`src/rtl/flow_sequencer.sv`:
```
// flow_sequencer: program counter and instruction sequencing.
// Resolves flow opcodes, waits on datapath ops, and parks in TRAP.
module flow_sequencer #(
   parameter int                    PC_WIDTH  = 20,
   parameter logic [PC_WIDTH-1:0]   RESET_PC  = '0,
   parameter int                    CNT_WIDTH = 16
) (
   input  logic                 clock,
   input  logic                 reset,
   output logic                 fetch_req,
   output logic [PC_WIDTH-1:0]  fetch_addr,
   input  logic                 fetch_ack,
   input  logic [2:0]           flow_op,
   input  logic [PC_WIDTH-1:0]  rel_addr,
   input  logic                 zero_flag,
   input  logic                 sign_flag,
   input  logic                 exec_done,
   input  logic                 trap_mode,
   input  logic                 trap_clear,
   output logic [PC_WIDTH-1:0]  pc,
   output logic                 branch_taken,
   output logic                 trap_active,
   output logic [CNT_WIDTH-1:0] retire_count
);

   typedef enum logic [1:0] {
      IDLE  = 2'd0,
      FETCH = 2'd1,
      EXEC  = 2'd2,
      TRAP  = 2'd3
   } state_t;

   localparam logic [2:0] OP_NOP   = 3'b000;
   localparam logic [2:0] OP_JMP   = 3'b001;
   localparam logic [2:0] OP_JMPZ  = 3'b010;
   localparam logic [2:0] OP_JMPS  = 3'b011;
   localparam logic [2:0] OP_JMPZS = 3'b100;
   localparam logic [2:0] OP_TRAP  = 3'b101;

   state_t                state;
   state_t                state_nxt;
   logic [PC_WIDTH-1:0]   pc_nxt;
   logic                  retire;
   logic                  taken;
   logic                  cond;
   logic                  is_dp;

   // Branch condition for the opcode presented with fetch_ack.
   always_comb begin
      cond  = 1'b0;
      is_dp = (flow_op[2:1] == 2'b11);
      case (flow_op)
         OP_JMP:   cond = 1'b1;
         OP_JMPZ:  cond = zero_flag;
         OP_JMPS:  cond = sign_flag;
         OP_JMPZS: cond = zero_flag & sign_flag;
         OP_NOP,
         OP_TRAP:  cond = 1'b0;
         default:  cond = 1'b0;
      endcase
   end

   // Next-state, next-pc and retire decode.
   always_comb begin
      state_nxt = state;
      pc_nxt    = pc;
      retire    = 1'b0;
      taken     = 1'b0;
      case (state)
         IDLE: state_nxt = FETCH;
         FETCH: begin
            if (fetch_ack) begin
               if (is_dp) begin
                  state_nxt = EXEC;
               end else begin
                  retire = 1'b1;
                  taken  = cond;
                  pc_nxt = cond ? pc + rel_addr : pc + 1'b1;
                  if (flow_op == OP_TRAP || trap_mode)
                     state_nxt = TRAP;
                  else
                     state_nxt = FETCH;
               end
            end
         end
         EXEC: begin
            if (exec_done) begin
               retire    = 1'b1;
               pc_nxt    = pc + 1'b1;
               state_nxt = trap_mode ? TRAP : FETCH;
            end
         end
         TRAP: begin
            if (trap_clear)
               state_nxt = FETCH;
         end
         default: state_nxt = IDLE;
      endcase
   end

   // State, pc, retire counter and taken pulse registers.
   always_ff @(posedge clock or posedge reset) begin
      if (reset) begin
         state        <= IDLE;
         pc           <= RESET_PC;
         retire_count <= '0;
         branch_taken <= 1'b0;
      end else begin
         state        <= state_nxt;
         pc           <= pc_nxt;
         branch_taken <= taken;
         if (retire)
            retire_count <= retire_count + 1'b1;
      end
   end

   assign fetch_req   = (state == FETCH);
   assign trap_active = (state == TRAP);
   assign fetch_addr  = pc;

endmodule

```
`config.mk`:
```
export PLATFORM = sky130hd
export DESIGN_NAME = flow_sequencer
export DESIGN_NICKNAME = d
export VERILOG_FILES = /design/src/rtl/flow_sequencer.sv
export SDC_FILE = /design/constraint.sdc
export NUM_CORES = 1
export LEC_CHECK = 0
export BUFFER_PORTS_ARGS = -buffer_cell sky130_fd_sc_hd__buf_4
export CORE_MARGIN = 3
export CORE_UTILIZATION = 57
export CTS_CLUSTER_SIZE = 10
export DETAILED_ROUTE_END_ITERATION = 10
export PLACE_DENSITY = 0.86
export SLEW_MARGIN = 20
export SYNTH_ARGS = -nofsm -noshare
export SYNTH_HDL_FRONTEND = slang
export SYNTH_SLANG_ARGS = --single-unit
```
`constraint.sdc`:
```
create_clock -name clock -period 5.9 [get_ports clock]
set_clock_uncertainty 0.05 [all_clocks]
set_input_delay 0 -clock clock [delete_from_list [all_inputs] [get_ports clock]]
set_output_delay 0 -clock clock [all_outputs]
set_load 0.005 [all_outputs]
```
==> results of run 1 <==
[power breakdown]
group          internal (W)  total [W]  leakage, nW  switching, W
registers          0.000354   0.000516        0.473      0.000162
logic              0.000546    0.00116         1.27      0.000611
clock network      0.000126   0.000228       0.0581      0.000102
[cell usage in the layout (no fill, tap or decap), types with 2 or more instances in the layout]
| cell | count |
|---|---|
| buf_4 | 92 |
| a21oi_1 | 39 |
| dfrtp_1 | 39 |
| nand2_1 | 29 |
| o21ai_0 | 28 |
| nor2_1 | 27 |
| ha_1 | 24 |
| nand3_1 | 19 |
| xnor2_1 | 18 |
| inv_1 | 13 |
| xor2_1 | 12 |
| nand4_1 | 12 |
| a21o_1 | 9 |
| nor3_1 | 7 |
| a211oi_1 | 6 |
| and3_1 | 5 |
| and2_1 | 5 |
| clkbuf_8 | 5 |
| nor2b_1 | 4 |
| a31oi_1 | 4 |
| o211ai_1 | 4 |
| a22oi_1 | 3 |
| and4_1 | 3 |
| nor3b_1 | 3 |
| o22a_1 | 3 |
| dlygate4sd3_1 | 3 |
| o21ai_1 | 2 |
| nor4_1 | 2 |
| nand2b_1 | 2 |
| or4_1 | 2 |
| nor4b_1 | 2 |
[registers in the layout, summed over array words and instances (netlist names)]
register and cells:
branch_taken 1, fetch_addr 20, retire_count 16, state 2
[cell usage after synthesis, drive strengths merged (2+ instances only)]
cell    instances
clkbuf          9
nor4            2
a211oi          7
ha             24
nor3            7
xnor2          18
dfrtp          39
nand2          29
and2            5
inv            13
nor2           27
a31oi           4
nor3b           3
a22oi           3
a41oi           2
a21oi          39
o22a            3
a21o            9
a31o            2
and4            3
and3            5
nor4b           2
nor2b           5
buf            24
nand4          12
o21ai          30
or4             2
nand3          19
o211ai          5
nand2b          2
xor2           12
[per-layer routing]
metal	global-route usage [%]	share of wire [%]
met3	4.32	7.7
met5	0	0
met4	9.63	2.3
met1	36.5	43
met2	41.8	47
[path summary, 6_finish.rpt]
check | slack (ps) | endpoint | depth (start not counted) | startpoint
max in group asynchronous | 5140 | fetch_addr[9] | 4 | reset
worst max-delay path | 3210 | fetch_addr[18] | 8 | state[0]
min in group asynchronous | 320 | retire_count[0] | 4 | reset
worst min register to register | 420 | retire_count[15] | 1 | retire_count[15]
worst min-delay path | 40 | fetch_addr[0] | 4 | rel_addr[0]
worst max register to register | 3210 | fetch_addr[18] | 8 | state[0]
[timing repair]
action / in CTS / in global routing
hold endpoints to repair: 41 / 0
setup buffers: 0 / 0
hold buffers: 3 / 0
[final cells by class]
| class | instances | area [um2] |
|---|---|---|
| inverter | 13 | 48.8 |
| multi-input combinational | 301 | 2000 |
| timing repair buffer | 95 | 721 |
| sequential | 39 | 976 |
| clock inverter | 3 | 43.8 |
| clock buffer | 5 | 68.8 |
| tap | 70 | 87.6 |
| fill | 411 | 1360 |
[per-stage QoR]
step	hold slack, ps	instance area [um2]	utilization, %	total power (W)	std cells
after CTS	35.8	3950	74.4	0.00189	526
after global routing	48.1	3950	74.4	0.00205	526
after detailed placement	109	3800	71.8	0.00165	515
after floorplan	110	3230	-	0.00129	386
after global placement	104	3800	71.8	0.00163	515
final	42.4	3950	74.4	0.00190	526
[worst reg2reg max path, cell delays in order (launching register included)]
cell	delay, ps
dfrtp_1	420
inv_1	70
ha_1	280
or2_2	180
o32a_1	730
nand2_1	330
nor4b_1	370
a21oi_1	70
o211ai_1	120
[cells by family (layout without fill, tap and decap cells)]
kind of cell	Yosys count	in the layout	synth area share (%)
and+or+nand+nor	126	126	19.8
muxes	1	1	0.349
AOI/OAI and AO/OA	119	119	23.5
adders and majority gates	25	25	9.91
buffers and inverters	46	116	8.06
DFF	39	39	30.2
xor gates and xnor gates	30	30	8.13
==> flow_metrics.env, run 1 <==
export IMPL_ys_ff_latch=39
export IMPL_synth_warnings=0
export IMPL_syn_cell_area_um2=3230
export IMPL_synth_largest_area_cell="dfrtp_1"
export IMPL_vias=3225
export IMPL_critPathMaxStageDelay_ps=730
export IMPL_synth_edf_count=0
export IMPL_antenna_left=0
export IMPL_critPathKind="flop to flop"
export IMPL_cts_buffers=5
export IMPL_grt_setup_unrepaired="false"
export IMPL_drive_gt1_share_pct=23.7
export IMPL_arrival_ps=2860
export IMPL_avgRoutedWirePerCell_um=16.2
export IMPL_vias_per_cell=6.13
export IMPL_firstDrtPassIters=4
export IMPL_place_congestion=0.963
export IMPL_io_pins=90
export IMPL_rows=26
export IMPL_drv_cap=0
export IMPL_die_area_um2=6610
export IMPL_first_global_vias=3013
export IMPL_finalCritPeriodShare_pct=45.6
export IMPL_cp_slowest_cell="o32a_1"
export IMPL_slew_viol_final=0
export IMPL_period_needed_ps=2690
export IMPL_synthArstFlopShare_pct=100
export IMPL_endpoint_kind="flop"
export IMPL_drt_wl_total_um=8500
export IMPL_hpwlAfterDp_um=6350
export IMPL_die_w_um=81.3
export IMPL_leakage_nw=1.80
export IMPL_cts_max_level=2
export IMPL_critPathTopFamily="compound AO/OA/AOI/OAI gates"
export IMPL_clk_path_buf_depth=2
export IMPL_antenna_cells=0
export IMPL_slew_limit_headroom_pct=39.5
export IMPL_antenna_found_initial=0
export IMPL_path_clk_slew_ps=80
export IMPL_synth_ff_type="dfrtp_1"
export IMPL_drc_errors=0
export IMPL_report_final_hold_viol_count=0
export IMPL_cts_root_buffer="clkbuf_8"
export IMPL_critPathLaunchType="flop"
export IMPL_cp_num_buf_inv=1
export IMPL_outcome="finished clean"
export IMPL_numPortBuffers=89
export IMPL_syn_inst=386
export IMPL_area_growth_pct=22.2
export IMPL_ys_seq_area_share_pct=30.2
export IMPL_grt_pass1_wl_um=13800
export IMPL_power_density_nw_per_um2=482
export IMPL_tightestPinTransition_ps=907
export IMPL_synth_cell_types=60
export IMPL_synth_net_count=442
export IMPL_coreArea_um2=5300
export IMPL_nets=511
export IMPL_clock_fmax_ghz=0.371
export IMPL_required_ps=6060
export IMPL_cp_max_fo=26
export IMPL_grt_usage_pct=26.5
export IMPL_synth_avg_cell_area_um2=8.37
export IMPL_grt_max_degree=40
export IMPL_dr_first_iter_drc_count=221
export IMPL_pre_cts_ws_ps=3280
export IMPL_hp_class="input port to flop"
export IMPL_cts_tree="built"
export IMPL_synthTopCellsByArea="dfrtp_1 (30%), ha_1 (9.3%), a21oi_1 (6.0%), xnor2_1 (4.9%), buf_4 (4.6%)"
export IMPL_fin_ws_ps=3210
export IMPL_yosysTopAreaCellShare_pct=30.2
export IMPL_setup_viol=0
export IMPL_clock_latency_ps=300
export IMPL_cp_cell_sequence="inv_1 -> ha_1 -> or2_2 -> o32a_1 -> nand2_1 -> nor4b_1 -> a21oi_1 -> o211ai_1"
export IMPL_ir_drop_mv=0.280
export IMPL_die_h_um=81.3
export IMPL_start_util_pct=60.9
export IMPL_cts_resized_gates=0
export IMPL_overflow=0
export IMPL_final_setup_tns_ps=0
export IMPL_clkSinkCount=39
Power figures use the tool's default switching activity.
==> run 2, diff against run 1 <==
- CORE_UTILIZATION: 57 -> 53
- PLACE_DENSITY: 0.86 -> 0.81
- clock period: 5.9 -> 2.6 ns (I/O delays scaled with it)
==> flow_metrics.env, run 2 (same netlist as run 1, synthesis figures left out) <==
export IMPL_coreArea_um2=5710
export IMPL_critPathMaxStageDelay_ps=390
export IMPL_clkSinkCount=39
export IMPL_cp_max_fo=5
export IMPL_vias_per_cell=5.91
export IMPL_slew_limit_headroom_pct=38.4
export IMPL_grt_pass1_wl_um=14600
export IMPL_grt_usage_pct=25.0
export IMPL_cts_root_buffer="clkbuf_8"
export IMPL_place_congestion=0.964
export IMPL_avgRoutedWirePerCell_um=16.2
export IMPL_drt_wl_total_um=8900
export IMPL_clock_latency_ps=290
export IMPL_cts_setup_buffers=0
export IMPL_grt_setup_unrepaired="false"
export IMPL_drive_gt1_share_pct=27.6
export IMPL_final_setup_tns_ps=0
export IMPL_leakage_nw=1.89
export IMPL_start_util_pct=56.6
export IMPL_path_clk_slew_ps=80
export IMPL_final_common_cell="buf_4"
export IMPL_antenna_cells=0
export IMPL_rows=27
export IMPL_hp_class="input port to flop"
export IMPL_ir_drop_mv=0.686
export IMPL_die_area_um2=7070
export IMPL_antenna_left=0
export IMPL_hpwlAfterDp_um=6900
export IMPL_io_pins=90
export IMPL_antenna_found_initial=0
export IMPL_whs_ps=29.7
export IMPL_regArea_um2=976
export IMPL_cts_max_level=2
export IMPL_largest_register_ffs=20
export IMPL_nFillCells=461
export IMPL_numPortBuffers=89
export IMPL_grt_max_degree=24
export IMPL_cp_cell_sequence="ha_1 -> a21o_1 -> a31o_2 -> o21ai_0 -> and2_1 -> xor2_1 -> a21oi_1 -> o22a_1"
export IMPL_dr_first_iter_drc_count=197
export IMPL_fin_util_pct=71.9
export IMPL_mostFrequentLayoutCells="buf_4 (115), dfrtp_1 (39), a21oi_1 (38)"
export IMPL_setup_viol=0
export IMPL_power_density_nw_per_um2=1090
export IMPL_endpoint_kind="flop"
export IMPL_critPathKind="flop to flop"
export IMPL_multi_input_area_um2=2010
export IMPL_report_final_hold_viol_count=0
export IMPL_r2r_slack_ps=170
export IMPL_nets=534
export IMPL_tightestPinTransition_ps=923
export IMPL_slew_viol_final=0
export IMPL_drv_cap=0
export IMPL_critPathLaunchType="flop"
export IMPL_finalCritPeriodShare_pct=93.6
export IMPL_arrival_ps=2570
export IMPL_area_growth_pct=27.0
export IMPL_cts_tree="built"
export IMPL_first_global_vias=3137
export IMPL_period_needed_ps=2430
export IMPL_die_w_um=84.1
export IMPL_overflow=0
export IMPL_cts_buffers=5
export IMPL_die_h_um=84.1
export IMPL_drc_errors=0
export IMPL_outcome="finished clean"
export IMPL_clock_fmax_ghz=0.411
export IMPL_required_ps=2730
export IMPL_vias=3258
export IMPL_clk_path_buf_depth=2
export IMPL_firstDrtPassIters=5
export IMPL_cp_slowest_cell="dfrtp_1"
-- run 2: cell types whose count changed in the layout (fill, tap and decap cells not counted) --
cell and delta:
a21oi_1 -1, a21oi_2 +1, buf_4 +23, bufinv_16 -1, clkinv_4 -1, clkinvlp_4 +2
o21ai_0 -1, o21ai_1 +1
-- run 2: area by class of cell --
| type | instances | area share [%] |
|---|---|---|
| repair buffers | 118 | 21.8 |
| flip-flops and latches | 39 | 23.8 |
| clock buffers | 5 | 1.68 |
| multi-input cells | 301 | 48.9 |
| inverters | 13 | 1.19 |
| well taps | 72 | 2.20 |
| clock inverters | 3 | 0.488 |
-- run 2: final timing paths --
kind	start	endpoint	depth (start not counted)
setup / recovery	fetch_addr[4]	fetch_addr[9]	8
hold / removal	rel_addr[0]	fetch_addr[0]	4
setup reg to reg	fetch_addr[4]	fetch_addr[9]	8
hold reg to reg	retire_count[15]	retire_count[15]	1
max in group asynchronous	reset	fetch_addr[14]	4
min in group asynchronous	reset	retire_count[13]	3
-- run 2: worst max-delay path: cells and delay by family, from the launching register on --
family | cells | cell delay, ps
DFF | 1 | 390
adders and majority gates | 1 | 370
xor gates and xnor gates | 1 | 180
and+or+nand+nor | 1 | 250
AOI/OAI and AO/OA | 5 | 1090
-- run 2: power breakdown --
group,switching (W),leakage (nW),internal [W]
Clock,0.000236,0.0402,0.000187
Sequential,0.000196,0.473,0.000805
Combinational,0.00163,1.38,0.00143
-- run 2: layer usage --
layer / GRT usage, % / up-vias / part of all wire, %
met5: 0 / - / 0
met4: 4.09 / 0 / 0.90
met3: 5.03 / 8 / 8.6
met2: 40.9 / 157 / 46
met1: 34.7 / 1509 / 44
li1: - / 1584 / -
-- run 2: per-stage QoR --
step	cell area, um2	total power, W	setup slack (ps)	std cells
floorplan	3230	0.00293	252	386
global placement	3980	0.00393	186	540
detailed placement	3980	0.00401	139	540
CTS	4100	0.00444	118	551
global route	4100	0.00484	12.2	551
finish	4100	0.00448	167	551
-- run 2: timing repair --
item	in CTS	in global routing
setup endpoints to repair	0	3
hold buffers	3	0
gates resized for setup	0	2
endpoints found under the hold margin	23	0
==> run 3, diff against run 2 <==
- GPL_TIMING_DRIVEN: not set -> 0
==> flow_metrics.env, run 3 (same netlist as run 1, synthesis figures left out) <==
export IMPL_cts_buffers=5
export IMPL_die_area_um2=7070
export IMPL_antenna_cells=0
export IMPL_drv_cap=0
export IMPL_antenna_left=0
export IMPL_grtUsageMet3_pct=3.85
export IMPL_start_util_pct=56.6
export IMPL_r2r_slack_ps=70
export IMPL_outcome="finished clean"
export IMPL_final_cells=561
export IMPL_nFillCells=454
export IMPL_first_global_vias=3107
export IMPL_finalPower_w=0.00452
export IMPL_slew_limit_headroom_pct=64.5
export IMPL_die_w_um=84.1
export IMPL_r2r_end="fetch_addr[18]"
export IMPL_nets=546
export IMPL_avgRoutedWirePerCell_um=15.6
export IMPL_place_congestion=0.912
export IMPL_met2_usage_pct=39.5
export IMPL_placed_area_um2=4010
export IMPL_use_met1_pct=33.4
export IMPL_cts_max_level=2
export IMPL_grt_pass1_wl_um=14500
export IMPL_dp_cells=548
export IMPL_critPathLaunchType="flop"
export IMPL_cts_tree="built"
export IMPL_mostFrequentLayoutCells="buf_4 (113), a21oi_1 (38), dfrtp_1 (33)"
export IMPL_rr_worst_depth=8
export IMPL_cp_max_fo=9
export IMPL_clkSinkCount=39
export IMPL_cts_root_buffer="clkbuf_8"
export IMPL_clock_latency_ps=290
export IMPL_drt_wl_total_um=8740
export IMPL_hpwlAfterDp_um=6570
export IMPL_report_final_hold_viol_count=0
export IMPL_design_area_um2=4190
export IMPL_pre_cts_ws_ps=-147
export IMPL_period_needed_ps=2530
export IMPL_endpoint_kind="flop"
export IMPL_whs_ps=17.5
export IMPL_die_h_um=84.1
export IMPL_area_growth_pct=29.6
export IMPL_required_ps=2710
export IMPL_hp_class="input port to flop"
export IMPL_grt_usage_pct=24.4
export IMPL_grt_max_degree=29
export IMPL_busiest_layer="met2"
export IMPL_clock_fmax_ghz=0.396
export IMPL_drive_gt1_share_pct=30.1
export IMPL_antenna_found_initial=0
export IMPL_whs_endpoint="fetch_addr[0]"
export IMPL_firstDrtPassIters=5
export IMPL_final_common_cell="buf_4"
export IMPL_clk_path_buf_depth=2
export IMPL_coreArea_um2=5710
export IMPL_largest_register_ffs=20
export IMPL_slew_viol_final=0
export IMPL_rows=27
export IMPL_regArea_um2=983
export IMPL_multi_input_area_um2=2030
export IMPL_numPortBuffers=89
export IMPL_critPathKind="flop to flop"
export IMPL_dr_first_iter_drc_count=232
export IMPL_ir_drop_mv=0.581
export IMPL_power_density_nw_per_um2=1080
export IMPL_vias=3340
export IMPL_drc_errors=0
export IMPL_io_pins=90
export IMPL_vias_per_cell=5.95
export IMPL_setup_viol=0
export IMPL_fin_ws_ps=74.8
export IMPL_finalCritPeriodShare_pct=97.1
export IMPL_overflow=0
export IMPL_leakage_nw=1.91
export IMPL_path_clk_slew_ps=70
export IMPL_reg2reg_from="fetch_addr[11]"
export IMPL_tightestPinTransition_ps=533
export IMPL_min_from="rel_addr[0]"
export IMPL_hold_path_depth=4
export IMPL_arrival_ps=2640
==> run 3: final cells by class <==
type | count | area share (%)
plain buffers | 33 | 5.05
clock buffers | 6 | 1.73
inverters | 13 | 1.17
multi-input cells | 301 | 48.6
flip-flops and latches | 39 | 23.5
well taps | 72 | 2.15
repair buffers | 97 | 17.9
==> run 3: report_power, final <==
part | total, W | switching, W | internal, W
Sequential | 0.00116 | 0.000347 | 0.000813
Combinational | 0.00297 | 0.00150 | 0.00147
Clock | 0.000387 | 0.000208 | 0.000179
Total | 0.00452 | 0.00206 | 0.00246
==> run 3: per-layer routing <==
layer | part of all wire (%) | wire (um) | vias to the layer above
met2 | 47 | 4150 | 158
met4 | 1.5 | 135 | 0
met3 | 8.8 | 768 | 12
li1 | - | - | 1601
met1 | 42 | 3690 | 1569
met5 | 0 | 0 | -
==> run 3: worst max-delay path, cell delays in order, from the launching register on <==
cell and delay, ps:
dfrtp_1 540, ha_2 380, a21o_1 180, a21o_1 170, a221o_1 330, a31oi_1 260
o21ai_0 170, xnor2_1 210, o211ai_1 100
==> run 3: worst max path at each step <==
stage | slack [ps] | from | endpoint
after floorplan | 250 | fetch_addr[0] | fetch_addr[16]
after global placement | -150 | fetch_addr[0] | fetch_addr[16]
after detailed placement | -150 | fetch_addr[0] | fetch_addr[16]
after CTS | 0.04 | fetch_addr[0] | fetch_addr[16]
after global routing | -20 | state[0] | fetch_addr[8]
final | 70 | fetch_addr[11] | fetch_addr[18]
==> run 3: timing repair <==
| action | 4_1_cts | 5_1_grt |
|---|---|---|
| hold buffers | 3 | 0 |
| endpoints found under the hold margin | 41 | 0 |
| setup buffers | 0 | 4 |
| pin swaps | 0 | 3 |
| resized for setup | 2 | 15 |
| setup endpoints to repair | 3 | 10 |
==> run 3: per-stage QoR <==
| step | setup TNS, ps | utilization, % |
|---|---|---|
| after floorplan | 0 | - |
| after global placement | -381 | 69.9 |
| after detailed placement | -347 | 70.2 |
| after CTS | 0 | 72.1 |
| after global routing | -21.8 | 73.4 |
| final | 0 | 73.4 |
